===== src/rtl/mem_access_unit_if.sv =====
// Bus bundle between the MEM stage, mem_access_unit and data_ram.
// slave is the unit's view; master is the pipeline-plus-RAM side.
interface mem_access_unit_if;
    typedef logic        chip_en_t;
    typedef logic [31:0] ram_addr_t;
    typedef logic [31:0] ram_data_t;

    logic        req_valid;
    logic        req_ready;
    logic [3:0]  req_op;
    logic [31:0] req_addr;
    logic [31:0] req_wdata;
    logic [4:0]  req_rd;

    logic        resp_valid;
    logic [31:0] resp_rdata;
    logic [4:0]  resp_rd;
    logic        resp_we;
    logic        resp_exc;

    chip_en_t    ram_ce;
    logic        ram_we;
    logic [3:0]  ram_sel;
    ram_addr_t   ram_addr;
    ram_data_t   ram_wdata;
    ram_data_t   ram_rdata;

    modport slave (
        input  req_valid, req_op, req_addr, req_wdata, req_rd, ram_rdata,
        output req_ready, resp_valid, resp_rdata, resp_rd, resp_we, resp_exc,
        output ram_ce, ram_we, ram_sel, ram_addr, ram_wdata
    );

    modport master (
        output req_valid, req_op, req_addr, req_wdata, req_rd, ram_rdata,
        input  req_ready, resp_valid, resp_rdata, resp_rd, resp_we, resp_exc,
        input  ram_ce, ram_we, ram_sel, ram_addr, ram_wdata
    );
endinterface


===== src/rtl/mem_access_unit.sv =====
// Memory-stage load/store unit driving data_ram with big-endian byte lanes.
// Define MEM_MISALIGN_EXC_EN to trap misaligned halfword/word accesses.
module mem_access_unit #(
    parameter int RAM_LATENCY = 1
) (
    input  logic             clk,
    input  logic             rst_n,
    mem_access_unit_if.slave bus
);
    localparam logic       CHIP_DISABLE = 1'b0;
    localparam logic       CHIP_ENABLE  = 1'b1;
    localparam logic [1:0] LAT_LAST     = 2'(RAM_LATENCY - 1);

    typedef enum logic [1:0] {IDLE, ACCESS, RESP} state_t;
    typedef enum logic [1:0] {SZ_BYTE, SZ_HALF, SZ_WORD} size_t;

    state_t      state;
    logic [1:0]  lat_cnt;
    logic        is_load_q;
    size_t       size_q;
    logic        zext_q;
    logic [1:0]  offset_q;
    logic [4:0]  rd_q;

    logic        is_load_d;
    logic        is_store_d;
    size_t       size_d;
    logic        zext_d;
    logic        misalign_d;
    logic        access_d;
    logic [3:0]  sel_d;
    logic [31:0] wdata_d;
    logic [7:0]  load_byte;
    logic [15:0] load_half;
    logic [31:0] load_data;

    assign bus.req_ready = (state == IDLE);

    always_comb begin
        is_load_d  = 1'b0;
        is_store_d = 1'b0;
        size_d     = SZ_WORD;
        zext_d     = 1'b0;
        case (bus.req_op)
            4'h0: begin is_load_d  = 1'b1; size_d = SZ_BYTE; end
            4'h1: begin is_load_d  = 1'b1; size_d = SZ_BYTE; zext_d = 1'b1; end
            4'h2: begin is_load_d  = 1'b1; size_d = SZ_HALF; end
            4'h3: begin is_load_d  = 1'b1; size_d = SZ_HALF; zext_d = 1'b1; end
            4'h4: begin is_load_d  = 1'b1; size_d = SZ_WORD; end
            4'h8: begin is_store_d = 1'b1; size_d = SZ_BYTE; end
            4'h9: begin is_store_d = 1'b1; size_d = SZ_HALF; end
            4'hA: begin is_store_d = 1'b1; size_d = SZ_WORD; end
            default: ;
        endcase

        // Offset 0 is the most significant lane; unused low address bits are simply dropped.
        case (size_d)
            SZ_BYTE: begin
                sel_d   = 4'b1000 >> bus.req_addr[1:0];
                wdata_d = {4{bus.req_wdata[7:0]}};
            end
            SZ_HALF: begin
                sel_d   = bus.req_addr[1] ? 4'b0011 : 4'b1100;
                wdata_d = {2{bus.req_wdata[15:0]}};
            end
            default: begin
                sel_d   = 4'b1111;
                wdata_d = bus.req_wdata;
            end
        endcase

`ifdef MEM_MISALIGN_EXC_EN
        misalign_d = (is_load_d || is_store_d) &&
                     (((size_d == SZ_HALF) && bus.req_addr[0]) ||
                      ((size_d == SZ_WORD) && (bus.req_addr[1:0] != 2'b00)));
`else
        misalign_d = 1'b0;
`endif
        access_d = (is_load_d || is_store_d) && !misalign_d;
    end

    always_comb begin
        load_byte = bus.ram_rdata[{~offset_q, 3'b000} +: 8];
        load_half = offset_q[1] ? bus.ram_rdata[15:0] : bus.ram_rdata[31:16];
        case (size_q)
            SZ_BYTE: load_data = zext_q ? {24'h0, load_byte} : {{24{load_byte[7]}}, load_byte};
            SZ_HALF: load_data = zext_q ? {16'h0, load_half} : {{16{load_half[15]}}, load_half};
            default: load_data = bus.ram_rdata;
        endcase
    end

    // Single FSM; every bus output is registered here, RAM strobes drop as soon as ACCESS ends.
    always_ff @(posedge clk or negedge rst_n) begin
        if (!rst_n) begin
            state          <= IDLE;
            lat_cnt        <= '0;
            is_load_q      <= 1'b0;
            size_q         <= SZ_WORD;
            zext_q         <= 1'b0;
            offset_q       <= '0;
            rd_q           <= '0;
            bus.resp_valid <= 1'b0;
            bus.resp_rdata <= '0;
            bus.resp_rd    <= '0;
            bus.resp_we    <= 1'b0;
            bus.resp_exc   <= 1'b0;
            bus.ram_ce     <= CHIP_DISABLE;
            bus.ram_we     <= 1'b0;
            bus.ram_sel    <= '0;
            bus.ram_addr   <= '0;
            bus.ram_wdata  <= '0;
        end else begin
            case (state)
                IDLE: begin
                    if (bus.req_valid) begin
                        if (access_d) begin
                            state        <= ACCESS;
                            lat_cnt      <= '0;
                            is_load_q    <= is_load_d;
                            size_q       <= size_d;
                            zext_q       <= zext_d;
                            offset_q     <= bus.req_addr[1:0];
                            rd_q         <= bus.req_rd;
                            bus.ram_ce   <= CHIP_ENABLE;
                            bus.ram_we   <= is_store_d;
                            bus.ram_sel  <= sel_d;
                            bus.ram_addr <= {bus.req_addr[31:2], 2'b00};
                            if (is_store_d) begin
                                bus.ram_wdata <= wdata_d;
                            end
                        end else begin
                            state          <= RESP;
                            bus.resp_valid <= 1'b1;
                            bus.resp_rdata <= '0;
                            bus.resp_rd    <= bus.req_rd;
                            bus.resp_we    <= 1'b0;
                            bus.resp_exc   <= misalign_d;
                        end
                    end
                end
                ACCESS: begin
                    if (!is_load_q || (lat_cnt == LAT_LAST)) begin
                        state          <= RESP;
                        bus.ram_ce     <= CHIP_DISABLE;
                        bus.ram_we     <= 1'b0;
                        bus.ram_sel    <= '0;
                        bus.resp_valid <= 1'b1;
                        bus.resp_rdata <= is_load_q ? load_data : 32'h0;
                        bus.resp_rd    <= rd_q;
                        bus.resp_we    <= is_load_q;
                        bus.resp_exc   <= 1'b0;
                    end else begin
                        lat_cnt <= lat_cnt + 2'd1;
                    end
                end
                RESP: begin
                    state          <= IDLE;
                    bus.resp_valid <= 1'b0;
                    bus.resp_we    <= 1'b0;
                    bus.resp_exc   <= 1'b0;
                end
                default: state <= IDLE;
            endcase
        end
    end
endmodule


===== src/flat_wrapper.sv =====
// flat-port wrapper written by rule: the top's interface ports become plain ports
module mem_access_unit_flat 
#(
    parameter int RAM_LATENCY = 1
)
  (clk, rst_n, bus_req_valid, bus_req_op, bus_req_addr, bus_req_wdata, bus_req_rd, bus_ram_rdata, bus_req_ready, bus_resp_valid, bus_resp_rdata, bus_resp_rd, bus_resp_we, bus_resp_exc, bus_ram_ce, bus_ram_we, bus_ram_sel, bus_ram_addr, bus_ram_wdata);
  mem_access_unit_if bus_i ();
  input  logic clk;
  input  logic rst_n;
  input wire logic [$bits(bus_i.req_valid)-1:0] bus_req_valid;
  input wire logic [$bits(bus_i.req_op)-1:0] bus_req_op;
  input wire logic [$bits(bus_i.req_addr)-1:0] bus_req_addr;
  input wire logic [$bits(bus_i.req_wdata)-1:0] bus_req_wdata;
  input wire logic [$bits(bus_i.req_rd)-1:0] bus_req_rd;
  input wire logic [$bits(bus_i.ram_rdata)-1:0] bus_ram_rdata;
  output wire logic [$bits(bus_i.req_ready)-1:0] bus_req_ready;
  output wire logic [$bits(bus_i.resp_valid)-1:0] bus_resp_valid;
  output wire logic [$bits(bus_i.resp_rdata)-1:0] bus_resp_rdata;
  output wire logic [$bits(bus_i.resp_rd)-1:0] bus_resp_rd;
  output wire logic [$bits(bus_i.resp_we)-1:0] bus_resp_we;
  output wire logic [$bits(bus_i.resp_exc)-1:0] bus_resp_exc;
  output wire logic [$bits(bus_i.ram_ce)-1:0] bus_ram_ce;
  output wire logic [$bits(bus_i.ram_we)-1:0] bus_ram_we;
  output wire logic [$bits(bus_i.ram_sel)-1:0] bus_ram_sel;
  output wire logic [$bits(bus_i.ram_addr)-1:0] bus_ram_addr;
  output wire logic [$bits(bus_i.ram_wdata)-1:0] bus_ram_wdata;
  assign bus_i.req_valid = bus_req_valid;
  assign bus_i.req_op = bus_req_op;
  assign bus_i.req_addr = bus_req_addr;
  assign bus_i.req_wdata = bus_req_wdata;
  assign bus_i.req_rd = bus_req_rd;
  assign bus_i.ram_rdata = bus_ram_rdata;
  assign bus_req_ready = bus_i.req_ready;
  assign bus_resp_valid = bus_i.resp_valid;
  assign bus_resp_rdata = bus_i.resp_rdata;
  assign bus_resp_rd = bus_i.resp_rd;
  assign bus_resp_we = bus_i.resp_we;
  assign bus_resp_exc = bus_i.resp_exc;
  assign bus_ram_ce = bus_i.ram_ce;
  assign bus_ram_we = bus_i.ram_we;
  assign bus_ram_sel = bus_i.ram_sel;
  assign bus_ram_addr = bus_i.ram_addr;
  assign bus_ram_wdata = bus_i.ram_wdata;
  mem_access_unit #(.RAM_LATENCY(RAM_LATENCY)) u_core (.clk(clk), .rst_n(rst_n), .bus(bus_i));
endmodule

===== config.mk =====
export PLATFORM = sky130hd
export DESIGN_NAME = mem_access_unit_flat
export DESIGN_NICKNAME = d
export VERILOG_FILES = /design/src/rtl/mem_access_unit_if.sv /design/src/rtl/mem_access_unit.sv /design/src/flat_wrapper.sv
export SDC_FILE = /design/constraint.sdc
export NUM_CORES = 1
export LEC_CHECK = 0
export CAP_MARGIN = 20
export CORE_MARGIN = 5
export CORE_UTILIZATION = 48
export CTS_BUF_LIST = sky130_fd_sc_hd__clkbuf_16
export CTS_CLUSTER_SIZE = 12
export DETAILED_ROUTE_END_ITERATION = 7
export HOLD_SLACK_MARGIN = 0.12
export PLACE_DENSITY = 0.95
export SLEW_MARGIN = 10
export SYNTH_ARGS = -nofsm -noshare
export SYNTH_HDL_FRONTEND = slang
export SYNTH_SLANG_ARGS = --single-unit

===== constraint.sdc =====
create_clock -name clk -period 4.4 [get_ports clk]
set_input_delay 0.66 -clock clk [delete_from_list [all_inputs] [get_ports clk]]
set_output_delay 0.66 -clock clk [all_outputs]
set_load 0.005 [all_outputs]

Word level (Yosys, flattened, before mapping)
Index checks and enable logic that the tools add are counted.

word-level totals
  output and inout bits = 111
  word-level logic and storage cells = 107
  bits in registers = 123

operators by class
  bitwise gates (word level) = 1
  muxes and demuxes = 48
  shift-type cells = 2
  eq/ne operators = 16
  reductions and logical operators = 22
  $add $sub $neg = 1

operators with widths
  kind                                                   count
  two-way mux 32 bit                                     6
  case mux 32 bit (2 select lines)                       3
  variable part select 32 x 6 -> 8 bit                   1
  AND reduction 4 bit                                    5
  two-way mux 16 bit                                     1
  two-way mux 4 bit                                      4
  case mux 4 bit (2 select lines)                        2
  two-way mux 5 bit                                      3
  two-way mux 1 bit                                      14
  equality test 4 bit, second input constant             3
  two-way mux 2 bit                                      6
  case mux 2 bit (2 select lines)                        3
  case mux 5 bit (2 select lines)                        1
  case mux 1 bit (3 select lines)                        3
  OR reduction 3 bit                                     3
  equality test 4 x 2 -> 1 bit, second input constant    2
  zero test 2 bit                                        4
  equality test 2 x 1 -> 1 bit, second input constant    3
  inequality test 2 bit, second input constant           3
  OR reduction 5 bit                                     1
  equality test 4 x 1 -> 1 bit, second input constant    1
  equality test 4 x 3 -> 1 bit, second input constant    1
  zero test 4 bit                                        1
  inequality test 2 x 1 -> 1 bit, second input constant  2
  12 further kinds                                       14

Logic depth before layout (Yosys ltp)
  word-level depth = 8
  mapped depth = 8

Worst setup path before layout
No wires, ideal clock.

  path type = input-to-reg
  start point = input port bus_req_op[1]
  end point = register u_core.bus.resp_rdata[25]
  cell stages on the path = 6
  path slack = 2.454 ns
  arrival time = 1.820 ns
  library setup time = 0.127 ns
  path through = clkbuf_1 > o41a_1 > buf_2 > nand2_1 > buf_4 > a221o_2

between the ends
  longest elaborated chain between the ends = 6
  elaborated cells between the ends (all ways) = 15
  classes of those cells = 8 x eq/ne; 2 x mux; 5 x reduce/logical

RTL lines
  what                                                                       RTL line                  RTL
  start, declared                                                            flat_wrapper.sv:11        input wire logic [$bits(bus_i.req_op)-1:0] bus_req_op;
  equality test 4 x 3 -> 1 bit, or another cell as far along                 mem_access_unit.sv:44     case (bus.req_op)
  OR reduction 5 bit (no source line) or OR reduction 3 bit (tied branches)  -
  two-way mux 1 bit                                                          mem_access_unit.sv:44
  logical OR 1 bit *                                                         mem_access_unit.sv:79     access_d = (is_load_d || is_store_d) && !misalign_d;
  inequality test 2 bit (no source line) *                                   -
  AND reduction 4 bit (no source line) *                                     -
  end signal, assigned                                                       mem_access_unit.sv:148    bus.resp_rdata <= is_load_q ? load_data : 32'h0;
  end, declared                                                              mem_access_unit_if.sv:30  output req_ready, resp_valid, resp_rdata, resp_rd, resp_we, resp_exc,

Every way passes the cells marked *; elsewhere a longest branch is shown, timed or not.
A chain may end at the register's enable or synchronous reset.

Worst setup path after layout
  start point = input port bus_req_op[0]
  end point = register u_core.bus.resp_rdata[23]

The elaborated chain is that of the path after synthesis.

==> metrics.cfg <==
[placement]
numPortBuffers=215
place_congestion=0.855
dp.cells=844
dp_hpwl_mm=12.9

[detailed_routing]
ant_nets=0
dr.pass1.iters=5
drt-met1-wl_mm=6.91
detail_route.wl_per_cell_um=19.8
viasPerCell=5.74
initialDrtViolationCount=490
routed.top_layer=met4
vias=5021
route.met2.wl_mm=8.62
drcViolationCount=0
routed_wl_mm=17.3
wl_met3_mm=1.47

[yosys]
yosysSeqAreaShare_pct=52.2
synth.distinct_cells=55
ys_ff_latch=122
synth_flop_cell=dfrtp_1
syn-cell-area_um2=5860
ys_warn_count=0
synth_edf_count=0
syn_inst=512
syn_area_per_cell_um2=11.4
async_flop_share_pct=100

[setup_path]
crit_buf_inv=1
critPathMaxStageDelay_ns=0.94
arrival_ns=3.59
cpMaxStageDelayCell=clkdlybuf4s50_1
worst_setup_path_start_kind=primary input
worstSetupPathType=in -> reg
cp_cell_sequence=clkdlybuf4s50_1 -> a2111o_1 -> o41a_1 -> nand2_1 -> a221o_2
critPathTopFamily=compound AO/OA/AOI/OAI gates
cp_data_required_time_ns=4.68
end_kind=flip-flop
critPathMaxFanout=29

[power]
ir_drop_uv=314
p_leak_nw=3.80
clockPowerShare_pct=28.1
p_int_mw=3.41
p_comb_share_pct=34.4
powerDensity_nw_per_um2=554
finalPower_mw=4.78
p_switching_mw=1.37
swShare_pct=28.6
seqPwrFrac_pct=37.5

[hold_path]
hp-class=in -> async

[grt]
grt_pass1_vias=5263
grt.overflow.total=0
antenna_found_initial=0
grt_max_degree=49
grt_pass1_wl_mm=27.8
grt_use_total_pct=24.1

[finish]
layout.nets=825
final_core_util_pct=72.1
final_cells=875
final_common_cell=clkdlybuf4s50_1
diodes=0
drive_gt1_share_pct=15.4
area_growth_syn_to_layout_pct=47.2
layout_common_cells=clkdlybuf4s50_1 (214), dfrtp_1 (121), mux2_2 (55)

[sta]
rsz0062_at_grt=false
fmax_mhz=302
post-route-period-util_pct=75.2
setup_violations=0
drv_slew=0
slew_headroom_pct=31.2
hold_ws_ns=0.226
clock_skew_ns=0.00716
worstMarginPinSlew_ns=1.03
period_needed_ns=3.31
hold_viol_final=0
setup_tns_ns=0

[clock_network]
cts_tree=yes
cts-root-buf=clkbuf_16
clock-sinks=122
cts.path.max_buffers=2
numCtsBuffers=17
insertion_delay_ns=0.41
hold_buffers=0
cts_setup_buffers=0
path_clk_slew_ns=0.05
cts.repair.resized=0
h-tree-depth=4

[floorplan]
core_area_um2=12000
initial_core_util_pct=49.0
num_rows=40
die_y_um=120
die_w_um=120
dieArea_um2=14500
ios=219

[outcome]
status=finished clean

[job]
max_cap_violations=0

==> kinds of logic after synthesis <==
group | share of synthesized area (%)
flip-flops | 52.2
multiplexers | 14.5
AO/OA/AOI/OAI | 21.6
buffers and inverters | 4.62
AND/OR/NAND/NOR | 6.82
other | 0.0640
adder cells (fa/ha/maj) | 0.214
==> registers in the layout, summed over array words and instances, names as in the netlist <==
name                   count
u_core.bus.ram_addr       30
u_core.lat_cnt             2
u_core.bus.resp_valid      1
u_core.bus.resp_rdata     32
u_core.bus.resp_we         1
u_core.bus.ram_wdata      32
u_core.bus.ram_sel         4
u_core.zext_q              1
u_core.bus.resp_rd         5
u_core.bus.ram_ce          1
u_core.state               2
u_core.bus.ram_we          1
u_core.is_load_q           1
u_core.rd_q                5
u_core.size_q              2
u_core.offset_q            2
==> Yosys cell counts, types with 12 or more instances <==
master / n / area, um2
a21oi_1: 35 / 175
clkbuf_1: 21 / 78.8
a21o_1: 12 / 90.1
nor2_1: 14 / 52.6
o21ai_0: 25 / 125
inv_1: 15 / 56.3
nand2_1: 41 / 154
a21boi_0: 15 / 113
dfrtp_1: 121 / 3030
mux2_2: 55 / 619
mux2i_1: 23 / 230
==> area by class of cell <==
cell class | count | area [um2]
well taps | 147 | 184
fillers | 824 | 3340
multi-input cells | 335 | 2540
flip-flops and latches | 122 | 3050
clock inverters | 14 | 141
repair buffers | 224 | 2220
clock buffers | 17 | 425
inverters | 16 | 60.1
==> through the flow <==
| step | instance area [um2] | setup WS [ns] |
|---|---|---|
| 6_report | 8620 | 1.09 |
| 5_1_grt | 8620 | 0.940 |
| 4_1_cts | 8620 | 1.18 |
| 3_5_place_dp | 8050 | 0.759 |
| 3_3_place_gp | 8050 | 0.923 |
| 2_1_floorplan | 5860 | 2.45 |
==> worst register-to-register path, cell delays in order (launching register included) <==
cell	delay, ns
dfrtp_1	0.54
nor2b_1	0.82
nand3_2	0.29
nor2_1	0.85
a221o_2	0.32
==> path summary, 6_finish.rpt <==
kind,to,cells after the start,slack (ns),from
max,u_core.bus.resp_rdata[23],5,1.09,bus_req_op[0]
min,u_core.bus.resp_rd[4],1,0.23,rst_n
max reg2reg,u_core.bus.resp_rdata[23],4,1.50,u_core.state[0]
min reg2reg,u_core.bus.ram_wdata[11],1,0.48,u_core.bus.ram_wdata[11]
max in group asynchronous,u_core.bus.ram_addr[26],2,3.18,rst_n
min in group clk,u_core.bus.ram_wdata[11],1,0.48,u_core.bus.ram_wdata[11]
==> power by group through the flow <==
stage          registers, mW  logic (mW)  clock network [mW]
2_1_floorplan           1.74       0.696                   0
3_3_place_gp            1.77        1.59                   0
3_5_place_dp            1.80        1.65                   0
4_1_cts                 1.79        1.66                1.36
5_1_grt                 1.84        1.78                1.42
6_report                1.79        1.65                1.34
==> routing by layer <==
layer	vias up	GRT usage, %
met3	29	9.40
li1	2289	-
met2	217	39.5
met5	-	0
met1	2486	29.5
met4	0	7.37
(Power assumes the default switching activity.)
